[src/rtl/fetch_unit.sv]
// Instruction fetch stage: req/ack fetch into a prefetch FIFO, one instruction per cycle to decode.
// Optional FETCH_PERF_EN adds stall and flush event counters.
module fetch_unit #(
  parameter int          FIFO_DEPTH = 4,
  parameter logic [31:0] RESET_PC   = 32'h00000000
) (
  input  logic        clk,
  input  logic        reset_n,
  output logic        imem_req,
  output logic [31:0] imem_addr,
  input  logic        imem_ack,
  input  logic [31:0] imem_rdata,
  input  logic        redirect,
  input  logic [31:0] redirect_pc,
  input  logic        stall,
  output logic        valid,
  output logic [31:0] instr,
  output logic [31:0] instr_pc,
  output logic [5:0]  op,
  output logic [5:0]  func
`ifdef FETCH_PERF_EN
  ,
  output logic [31:0] perf_stall_cnt,
  output logic [31:0] perf_flush_cnt
`endif
);

  localparam int AW = (FIFO_DEPTH > 1) ? $clog2(FIFO_DEPTH) : 1;
  localparam int CW = AW + 1;
  localparam logic [CW-1:0] DEPTH_C = CW'(FIFO_DEPTH);

  typedef enum logic [1:0] {IDLE, REQ, DROP} state_t;

  state_t        state;
  logic [31:0]   fetch_pc;
  logic [31:0]   pc_mem   [FIFO_DEPTH];
  logic [31:0]   data_mem [FIFO_DEPTH];
  logic [AW-1:0] rd_ptr;
  logic [AW-1:0] wr_ptr;
  logic [CW-1:0] count;
  logic [CW-1:0] count_after;
  logic [31:0]   target_pc;
  logic          push;
  logic          pop;

  assign target_pc   = redirect_pc & ~32'h3;
  assign valid       = (count != '0);
  assign pop         = valid && !stall && !redirect;
  assign push        = (state == REQ) && imem_ack && !redirect;
  assign count_after = count + CW'(push) - CW'(pop);

  assign instr    = valid ? data_mem[rd_ptr] : 32'h0;
  assign instr_pc = valid ? pc_mem[rd_ptr] : 32'h0;
  assign op       = instr[31:26];
  assign func     = instr[5:0];

  // Request FSM; imem_req/imem_addr are registered and only move once the pending request is acked.
  always_ff @(posedge clk or negedge reset_n) begin
    if (!reset_n) begin
      state     <= IDLE;
      fetch_pc  <= RESET_PC;
      imem_req  <= 1'b0;
      imem_addr <= RESET_PC;
    end else begin
      case (state)
        IDLE: begin
          if (redirect) begin
            fetch_pc <= target_pc;
          end else if (count < DEPTH_C) begin
            state     <= REQ;
            imem_req  <= 1'b1;
            imem_addr <= fetch_pc;
          end
        end
        REQ: begin
          if (redirect) begin
            fetch_pc <= target_pc;
            if (imem_ack) begin
              state    <= IDLE;
              imem_req <= 1'b0;
            end else begin
              state <= DROP;
            end
          end else if (imem_ack) begin
            fetch_pc <= fetch_pc + 32'd4;
            if (count_after < DEPTH_C) begin
              imem_addr <= fetch_pc + 32'd4;
            end else begin
              state    <= IDLE;
              imem_req <= 1'b0;
            end
          end
        end
        DROP: begin
          if (redirect) fetch_pc <= target_pc;
          if (imem_ack) begin
            state    <= IDLE;
            imem_req <= 1'b0;
          end
        end
        default: begin
          state    <= IDLE;
          imem_req <= 1'b0;
        end
      endcase
    end
  end

  // FIFO occupancy and pointers; a redirect empties the FIFO outright.
  always_ff @(posedge clk or negedge reset_n) begin
    if (!reset_n) begin
      rd_ptr <= '0;
      wr_ptr <= '0;
      count  <= '0;
    end else if (redirect) begin
      rd_ptr <= '0;
      wr_ptr <= '0;
      count  <= '0;
    end else begin
      if (push) wr_ptr <= wr_ptr + AW'(1);
      if (pop)  rd_ptr <= rd_ptr + AW'(1);
      count <= count_after;
    end
  end

  always_ff @(posedge clk) begin
    if (push) begin
      pc_mem[wr_ptr]   <= fetch_pc;
      data_mem[wr_ptr] <= imem_rdata;
    end
  end

`ifdef FETCH_PERF_EN
  // A redirect in REQ also discards the in-flight response; one already in DROP was counted earlier.
  always_ff @(posedge clk or negedge reset_n) begin
    if (!reset_n) begin
      perf_stall_cnt <= 32'h0;
      perf_flush_cnt <= 32'h0;
    end else begin
      if (valid && stall) perf_stall_cnt <= perf_stall_cnt + 32'd1;
      if (redirect)
        perf_flush_cnt <= perf_flush_cnt + 32'(count) + ((state == REQ) ? 32'd1 : 32'd0);
    end
  end
`endif

endmodule

[config.mk]
export PLATFORM = sky130hd
export DESIGN_NAME = fetch_unit
export DESIGN_NICKNAME = d
export VERILOG_FILES = /design/src/rtl/fetch_unit.sv
export SDC_FILE = /design/constraint.sdc
export NUM_CORES = 1
export LEC_CHECK = 0
export CORE_MARGIN = 2
export CORE_UTILIZATION = 49
export CTS_BUF_LIST = sky130_fd_sc_hd__clkbuf_4 sky130_fd_sc_hd__clkbuf_8
export DETAILED_ROUTE_END_ITERATION = 12
export PLACE_DENSITY = 0.81
export SYNTH_ARGS = -nofsm -noshare
export SYNTH_HDL_FRONTEND = slang
export SYNTH_SLANG_ARGS = --single-unit
[constraint.sdc]
create_clock -name clk -period 6.4 [get_ports clk]
set_clock_uncertainty 0.05 [all_clocks]
set_input_delay 1.28 -clock clk [delete_from_list [all_inputs] [get_ports clk]]
set_output_delay 1.28 -clock clk [all_outputs]
set_load 0.02 [all_outputs]
==> results of run 1 <==
[routing by layer]
metal	wire (um)	vias to the layer above
li1	-	3996
met1	14380	4487
met2	14890	409
met3	2345	53
met4	649	0
met5	0	-
[worst max-delay path by stage]
| stage | start | endpoint | slack (ps) | depth (start not counted) |
|---|---|---|---|---|
| finish | rd_ptr[0]$_DFFE_PN0P_ | func[0] | 1660 | 4 |
| floorplan | redirect | imem_addr[11]$_DFFE_PN0P_ | 2100 | 13 |
| detailed placement | imem_ack | imem_addr[26]$_DFFE_PN0P_ | 1170 | 13 |
| global placement | imem_ack | imem_addr[16]$_DFFE_PN0P_ | 1250 | 13 |
| global route | rd_ptr[0]$_DFFE_PN0P_ | func[0] | 1390 | 4 |
| CTS | rd_ptr[0]$_DFFE_PN0P_ | func[0] | 1510 | 4 |
[stage by stage]
stage | total power [mW] | area [um^2] | util (%) | worst slack [ps] | hold slack (ps)
after floorplan | 4.182 | 13980 | - | 2102 | 421.0
after global placement | 5.090 | 15870 | 56.83 | 1250 | 447.9
after detailed placement | 5.127 | 15870 | 56.83 | 1169 | 448.3
after CTS | 6.703 | 16780 | 60.09 | 1511 | 469.3
after global routing | 6.980 | 16780 | 60.09 | 1386 | 479.4
final | 6.653 | 16780 | 60.09 | 1662 | 463.9
[power by group through the flow]
stage	Combinational [mW]	Sequential (mW)	Clock (mW)
global placement	2.19	2.90	0
finish	2.20	2.88	1.57
CTS	2.22	2.88	1.60
global route	2.35	2.93	1.70
floorplan	1.38	2.80	0
detailed placement	2.21	2.91	0
[cells in the mapped netlist, types with 12 or more instances]
| cell type | instances | area, um^2 |
|---|---|---|
| xnor2_1 | 16 | 140.1 |
| buf_4 | 16 | 120.1 |
| o21ai_0 | 26 | 130.1 |
| nand2_1 | 38 | 142.6 |
| nand4_1 | 18 | 112.6 |
| nor3_1 | 35 | 175.2 |
| clkbuf_1 | 57 | 214.0 |
| a21oi_1 | 24 | 120.1 |
| inv_1 | 12 | 45.04 |
| edfxtp_1 | 248 | 7447 |
| mux4_2 | 62 | 1396 |
| nand3_1 | 29 | 145.1 |
| a31oi_1 | 24 | 150.1 |
| buf_2 | 17 | 85.08 |
| dfrtp_1 | 70 | 1752 |
| nor2_1 | 27 | 101.4 |
| or4_1 | 13 | 97.59 |
| nor2b_1 | 66 | 412.9 |
| nor4_1 | 16 | 100.1 |
[kinds of logic (layout without fill, tap and decap cells)]
logic type               Yosys count  count (layout)  synth area share, %
other                              1               4              0.02685
flip-flops                       318             318                65.87
AND/OR/NAND/NOR                  290             290                11.87
buffers and inverters            107             292                3.458
XOR/XNOR                          17              17                1.066
AO/OA/AOI/OAI                    136             136                6.459
adder cells (fa/ha/maj)            8               8               0.7704
multiplexers                      68              68                10.48
[registers in the layout, indices dropped and copies added, names as in the netlist]
signal / count
rd_ptr: 2
data_mem: 128
fetch_pc: 30
count: 3
state: 2
imem_req: 1
pc_mem: 120
wr_ptr: 2
imem_addr: 30
[layout make-up]
type	instances	area [um^2]
Multi-Input combinational cell	523	4308
Inverter	12	45.04
Timing Repair Buffer	189	1844
Tap cell	378	473.0
Clock buffer	62	778.2
Clock inverter	29	132.6
Sequential cell	318	9204
Fill cell	2147	11150
[critical path, delay by kind of cell, from the launching register on]
family | cells | cell delay (ps)
buffers and inverters | 2 | 1220
DFF | 1 | 850
muxes | 1 | 590
and+or+nand+nor | 1 | 170
==> summary.md, run 1 <==
| Metric | Value |
|---|---|
| Status | finished, final reports clean |
| Hold bufs inserted after CTS | 0 |
| Max-cap violations | 0 |
| Worst R2R End | imem_addr[31]$_DFFE_PN0P_ |
| CTS buffer count | 49 |
| Relative slew slack | 22.25% |
| Met1 Track Usage GR | about a third |
| Met3 GRT Util | 4.639% |
| Number of global-route vias before repair | between 8000 and 9000 |
| CP Max Fanout | 35 |
| Layout cells sized above 1 | about 16% |
| Die Y | between 150 and 200 um |
| Initial antenna violation count | 0 |
| CTS root buffer | clkbuf_8 |
| ANT nets after route | 0 |
| Drt initial violations | between 1000 and 1500 |
| Post_cts resized | 0 |
| Syn Area/Cell | roughly 15 um^2 |
| Lkg Pwr | 5.426 nW |
| CP max-delay cell | dfrtp_4 |
| WHS Path Cells | 1 |
| Combinational Power Share | 33.1% |
| Seq/Total Area, Yosys | 65.87% |
| Register share of total power | a little over two fifths |
| CTS Buffer Depth | 3 |
| Critical Path RT | 5070 ps |
| Die X | around 170 um |
| Synthesis-to-finish area growth | 20.18% |
| Synth unique cells | 58 |
| P_int | between 4 and 5 mW |
| DR WL/cell | between 20 and 25 um |
| Post-CTS setup buffer count | 0 |
| Pwr/cell area | 396.4 nW/um^2 |
| Async SR Flop Fraction | between 20 and 25% |
| HP Class | register to register |
| Setup CP Type | register to primary output |
| Syn Inst Count | 945 |
| Worst path cell trace | buf_4 -> mux4_2 -> nor2b_1 -> clkdlybuf4s50_1 |
| Worst r2r src | count[2]$_DFF_PN0_ |
| Vias per cell | around 5.9 |
| Tcrit/Tclk final | approximately three quarters |
| Die area | 29870 um^2 |
| GPL Wtd Cong | 0.9338 |
| Final wirelength | roughly 32 mm |
| Post-Place Cells | approximately 1400 |
| Most common cell after layout, fill and taps aside | edfxtp_1 |
| First-pass GRT wire length | 50.69 mm |
| Crit path DAT | 3410 ps |
| Period minus WS final | 4738 ps |
| GR Util All Layers | around 22% |
| Core area | 27930 um^2 |
| Reg2Reg Depth | 13 |
| R2r setup slk | roughly 2300 ps |
| Synthesized cell area | 13970 um^2 |
| Worst-Skew Late Latency | 570 ps |
| #FFs+latches synth | 318 |
| Largest net degree at the start of global routing | 68 |
| Slew Limit Fails | 0 |
| Max stage delay on crit path | approximately 850 ps |
| Most frequent cells in the layout | edfxtp_1, clkdlybuf4s50_1, dfrtp_1 |
| Clock slew at reported path FFs | 60 ps |
| Final hold viol count | 0 |
| RSZ-0062 raised after global routing | false |
| Final net count | 1170 |
| DRC | 0 |
| Via count | 8945 |
| PortBufs | 172 |
| DRT Pass-1 Iters | 5 |
| Antenna Cells | 0 |
| Net Sw Frac | approximately a third |
| Hold_sp | imem_addr[15]$_DFFE_PN0P_ |
| Worst slew pin tran | 1166 ps |
| Clk pwr share | 23.6% |
| Synthesis Warnings | 0 |
| Setup crit end kind | primary output |
| Grt met2 use | 33.17% |
| CTS tree | built |
| Final setup fails | 0 |
| CTS H-tree depth | 2 |
| Initial Util | approximately half |
| Ports | approximately 180 |
| Worst setup SP type | register |
| Worst hold path endpoint | imem_addr[15]$_DFFE_PN0P_ |
| Finished Layout Cells | 1511 |
| Rows | 61 |
| Peak VDD IR | 276.4 uV |
| Post-route setup TNS | 0 ps |
| Main synth FF type | edfxtp_1 |
| Gr ovfl total | 0 |
| Max Freq | 211.1 MHz |
| HPWL after DPL | between 20 and 25 mm |
| Post-synth EDFFs | 248 |
| Clock sinks | 318 |
| Sw Pwr | 2.294 mW |
| Busiest grt layer | met2 |
Power figures use the tool's default switching activity.
==> inputs of run 2 (changes only) <==
PLACE_DENSITY = 0.84   (was 0.81)
clock period = 4.33 ns   (was 6.4 ns; I/O delays follow)
==> run 2 against run 1 <==
Against the previous run:
- total power increased by 52%
- cell count increased by 0.73%
- die area unchanged
- via count increased by 1.3%
- largest cell class unchanged
- count of clock-buffer cells in the layout increased by 3
- largest power group unchanged
==> summary.md, run 2 (synthesized netlist as in run 1, its figures left out) <==
| Metric | Value |
|---|---|
| Rows | 61 |
| HPWL after DPL | 20.52 mm |
| Hold bufs inserted after CTS | 0 |
| Pwr/cell area | ~590 nW/um^2 |
| DRT Pass-1 Iters | 5 |
| Final setup fails | 0 |
| DR WL/cell | 21.24 um |
| Clock sinks | 318 |
| Die area | 29870 um^2 |
| Max Freq | 254.3 MHz |
| Post-place setup slack | around 160 ps |
| Relative slew slack | between 20% and 30% |
| CTS buffer count | 50 |
| Final hold viol count | 0 |
| Hold_ws | around 460 ps |
| Via count | 9061 |
| Period minus WS final | between 3000 and 4000 ps |
| Post-route setup TNS | 0 ps |
| DRC | 0 |
| Top Registers | data_mem x128, pc_mem x120 |
| Status | finished, final reports clean |
| Setup crit end kind | primary output |
| Post_cts resized | 0 |
| Core area | 27930 um^2 |
| Setup CP Type | register to primary output |
| Largest net degree at the start of global routing | 71 |
| Number of global-route vias before repair | 8855 |
| PortBufs | 172 |
| Gr ovfl total | 0 |
| RSZ-0062 raised after global routing | false |
| Die Y | 172.8 um |
| Antenna Cells | 0 |
| Initial Util | between 40% and 50% |
| Initial antenna violation count | 0 |
| Final net count | roughly 1200 |
| Worst slew pin tran | approximately 1100 ps |
| Layout cells sized above 1 | 16.87% |
| Placed Instance Area | 16050 um^2 |
| Crit path DAT | 3020 ps |
| First-pass GRT wire length | 50.56 mm |
| Die X | 172.8 um |
| Design area | about 17000 um^2 |
| Worst setup SP type | register |
| GR Util All Layers | 21.51% |
| Most flop-heavy register | data_mem |
| Synthesis-to-finish area growth | 22.18% |
| Post-CTS setup buffer count | 0 |
| ANT nets after route | 0 |
| Worst-Skew Late Latency | 570 ps |
| Ports | around 180 |
| Drt initial violations | approximately 1100 |
| CTS Buffer Depth | 3 |
| GPL Wtd Cong | 0.9047 |
| Most common cell after layout, fill and taps aside | edfxtp_1 |
| CTS root buffer | clkbuf_8 |
| Final wirelength | approximately 32 mm |
| Final worst slack | 397.2 ps |
| Vias per cell | 5.953 |
| CTS H-tree depth | 2 |
| Clock slew at reported path FFs | 60 ps |
| Tot Pwr | 10.10 mW |
| Peak VDD IR | about 450 uV |
| Lkg Pwr | 5.545 nW |
| Max-cap violations | 0 |
| CP Max Fanout | 27 |
| CTS tree | built |
| Number of flip-flops under the largest register name | between 100 and 150 |
| Critical Path RT | 3410 ps |
| HP Class | register to register |
| Slew Limit Fails | 0 |
| Most frequent cells in the layout | edfxtp_1, clkdlybuf4s50_1, dfrtp_1 |
| Tcrit/Tclk final | roughly nine tenths |
## run 2: cell count changes in the layout (fill, tap and decap cells not counted), sizes merged
cell      before  now
buf           18   30
bufinv         0    2
clkbuf        62   65
clkinv        27   20
clkinvlp       1    2
## run 2: worst max-delay path, stage by stage, from the launching register on
cell and delay, ps:
dfrtp_4 760, buf_4 390, mux4_2 540, nor2b_1 160, clkdlybuf4s50_1 590
## run 2: worst paths after layout
path	start	end	slack (ps)	depth (start not counted)
min	imem_addr[11]$_DFFE_PN0P_	imem_addr[11]$_DFFE_PN0P_	460	1
max in group asynchronous	reset_n	rd_ptr[0]$_DFFE_PN0P_	3020	2
max reg2reg	state[1]$_DFFE_PN0P_	imem_addr[15]$_DFFE_PN0P_	920	11
min reg2reg	imem_addr[11]$_DFFE_PN0P_	imem_addr[11]$_DFFE_PN0P_	460	1
min in group asynchronous	reset_n	imem_addr[4]$_DFFE_PN0P_	480	2
max	rd_ptr[0]$_DFFE_PN0P_	instr[2]	400	4
## run 2: power breakdown
part	switching [mW]	internal (mW)	total (mW)	leakage [nW]
combinational	1.76	1.60	3.37	1.97
sequential	0.512	3.70	4.21	3.05
clock	1.14	1.38	2.52	0.529
total	3.41	6.69	10.1	5.55
## run 2: layer usage
layer | GRT usage, % | vias up | routed length (um)
li1 | - | 4016 | -
met1 | 30.76 | 4515 | 13770
met2 | 33.65 | 473 | 15050
met3 | 5.189 | 57 | 2877
met4 | 5.297 | 0 | 639
met5 | 0 | - | 0
## run 2: layout make-up
| cell class | instances | area [um^2] |
|---|---|---|
| well taps | 378 | 473.0 |
| multi-input cells | 523 | 4308 |
| inverters | 12 | 45.04 |
| fillers | 2082 | 10870 |
| clock inverters | 25 | 180.2 |
| clock buffers | 65 | 832.0 |
| flip-flops and latches | 318 | 9204 |
| repair buffers | 201 | 2022 |
## run 2: per-stage QoR
| stage | std cells | utilization (%) |
|---|---|---|
| detailed placement | 1432 | 57.46 |
| CTS | 1522 | 61.09 |
| finish | 1522 | 61.09 |
| global placement | 1432 | 57.46 |
| floorplan | 948 | - |
| global route | 1522 | 61.09 |
==> inputs of run 3 (changes only) <==
RECOVER_POWER = 50   (was unset)
==> run 3 against run 2 <==
Against the previous run:
- the flow now finishes with violations (capacitance limit, slew limit)
- final area is 0.26% lower
- clock power is essentially flat
- setup slack improved by 7.5 ps
- largest power group unchanged
- combinational power about the same
- total power is 0.12% lower
- critical path type unchanged
- sequential power hardly changed
- register-to-register slack hardly changed
- global-route usage unchanged
- critical path depth is the same
- non-clock buffer count did not move
- core utilization decreased by 0.16 points
- die area is the same
==> summary.md, run 3 (synthesized netlist as in run 1, its figures left out) <==
| Metric | Value |
|---|---|
| Worst hold path endpoint | imem_addr[11]$_DFFE_PN0P_ |
| Multi-input gate area in the final layout | 4303 um^2 |
| First-pass GRT wire length | slightly above 50 mm |
| Largest net degree at the start of global routing | 71 |
| Worst Setup SP | rd_ptr[0]$_DFFE_PN0P_ |
| Gr ovfl total | 0 |
| Worst r2r src | state[1]$_DFFE_PN0P_ |
| Post_cts resized | 0 |
| Worst slew pin tran | between 1500 and 2000 ps |
| Finished Layout Cells | 1522 |
| Worst path cell trace | buf_4 -> mux4_2 -> nor2b_1 -> clkdlybuf4s50_1 |
| Slew Limit Fails | 197 |
| Initial Util | 50.00% |
| Drt initial violations | roughly 1100 |
| Clock slew at reported path FFs | 60 ps |
| PortBufs | 172 |
| Top Registers | data_mem x128, pc_mem x120 |
| Max Freq | 254.8 MHz |
| HP Class | register to register |
| Relative slew slack | -23.09% |
| Period minus WS final | ~4000 ps |
| Lkg Pwr | around 5.5 nW |
| Via count | about 9000 |
| Hold_sp | imem_addr[11]$_DFFE_PN0P_ |
| ANT nets after route | 0 |
| Met1 WL | 13.72 mm |
| Layout cells sized above 1 | roughly 17% |
| CP Max Fanout | 27 |
| Antenna Cells | 0 |
| Hold bufs inserted after CTS | 0 |
| HPWL after DPL | 20.52 mm |
| Final setup fails | 0 |
| Synthesis-to-finish area growth | 21.86% |
| Die X | 172.8 um |
| Crit path DAT | 3010 ps |
| CTS buffer count | 50 |
| Met3 Wirelength | approximately 2.9 mm |
| WL met2 | 15.12 mm |
| Most frequent cells in the layout | edfxtp_1, clkdlybuf4s50_1, dfrtp_1 |
| DR WL/cell | roughly 21 um |
| DRT Pass-1 Iters | 5 |
| Final worst slack | 404.7 ps |
| CTS tree | built |
| Most flop-heavy register | data_mem |
| Tcrit/Tclk final | 90.65% |
| GPL Wtd Cong | roughly 0.90 |
| Design area | 17020 um^2 |
| Final hold viol count | 0 |
| Most common cell after layout, fill and taps aside | edfxtp_1 |
| Clock sinks | around 320 |
| CP max-delay cell | dfrtp_4 |
| Status | finished, violations left |
| Crit-path leading delay family | buffers and inverters |
| Number of flip-flops under the largest register name | ~130 |
| Worst setup SP type | register |
| R2r setup slk | 920 ps |
| DRC | 0 |
| WP buf/inv | 2 |
| Max-cap violations | 3 |
| Max layer used | met4 |
| Post-CTS setup buffer count | 0 |
| Vias per cell | 5.953 |
| Final wirelength | around 32 mm |
| Initial antenna violation count | 0 |
| Die area | 29870 um^2 |
| Worst-Skew Late Latency | 570 ps |
| Die Y | 172.8 um |
| Post-route setup TNS | 0 ps |
| Reg2Reg Depth | 11 |
| Max stage delay on crit path | 760 ps |
| Number of global-route vias before repair | a little under 9000 |
| Rows | 61 |
| Post-Place Cells | 1432 |
| Core area | roughly 28000 um^2 |
| Ports | 179 |
| Pwr/cell area | 593.0 nW/um^2 |
| Failing checks | capacitance limit, slew limit |
| Critical Path RT | approximately 3400 ps |
| RSZ-0062 raised after global routing | false |
| Worst R2R End | imem_addr[15]$_DFFE_PN0P_ |
| Setup CP Type | register to primary output |
| Filler cell count | 2090 |
| Storage element area | 9204 um^2 |
| CTS Buffer Depth | 3 |
| Placed Instance Area | around 16000 um^2 |
| Final net count | 1183 |
| Setup crit end kind | primary output |
| Post-place setup slack | between 150 and 200 ps |
| CTS H-tree depth | 2 |
| GR Util All Layers | 21.51% |
| CTS root buffer | clkbuf_8 |
| WHS Path Cells | 1 |
| Peak VDD IR | 446.3 uV |
==> run 3: changes by cell type in the layout (fill, tap and decap cells not counted) <==
cell             previous run  this run
clkdlybuf4s50_1           171       138
clkbuf_1                    0         2
clkbuf_2                    0         3
buf_4                      22        19
dlygate4sd3_1               0        33
nor3_2                      1         0
nor3_1                     34        35
buf_12                      7         5
==> run 3: how the worst max path moves through the flow <==
stage,depth (start not counted),endpoint,slack [ps]
3_3_place_gp,12,imem_addr[8]$_DFFE_PN0P_,220
6_report,4,instr[2],400
2_1_floorplan,13,imem_addr[11]$_DFFE_PN0P_,450
4_1_cts,4,instr[2],310
3_5_place_dp,12,imem_addr[8]$_DFFE_PN0P_,160
5_1_grt,4,instr[2],210
==> run 3: worst register-to-register path, delay by kind of cell (launching register included) <==
| kind | cells | cell delay (ps) |
|---|---|---|
| xor gates and xnor gates | 1 | 220 |
| DFF | 1 | 530 |
| buffers and inverters | 3 | 160 |
| muxes | 1 | 410 |
| adders and majority gates | 3 | 800 |
| AOI/OAI and AO/OA | 1 | 220 |
| and+or+nand+nor | 2 | 910 |
==> run 3: layout make-up <==
type	count	area share, %
sequential	318	54.08
multi-input combinational	523	25.28
timing repair buffer	201	11.65
clock buffer	65	4.889
tap	378	2.779
clock inverter	25	1.059
inverter	12	0.2647
==> run 3: metrics by stage <==
step,hold slack (ps),power (mW),utilization [%]
floorplan,421.0,6.181,-
global placement,449.2,7.569,57.46
detailed placement,447.3,7.640,57.46
CTS,465.6,10.18,61.09
global route,479.1,10.57,60.92
finish,459.3,10.09,60.92
==> run 3: power by group <==
part / switching (mW) / internal (mW) / total [mW]
clock: 1.14 / 1.38 / 2.52
combinational: 1.76 / 1.59 / 3.36
sequential: 0.513 / 3.70 / 4.22
total: 3.42 / 6.68 / 10.1
==> run 3: per-layer routing <==
| metal | vias to the layer above | GRT usage (%) |
|---|---|---|
| li1 | 4013 | - |
| met1 | 4498 | 30.76 |
| met2 | 496 | 33.65 |
| met3 | 54 | 5.189 |
| met4 | 0 | 5.297 |
| met5 | - | 0 |
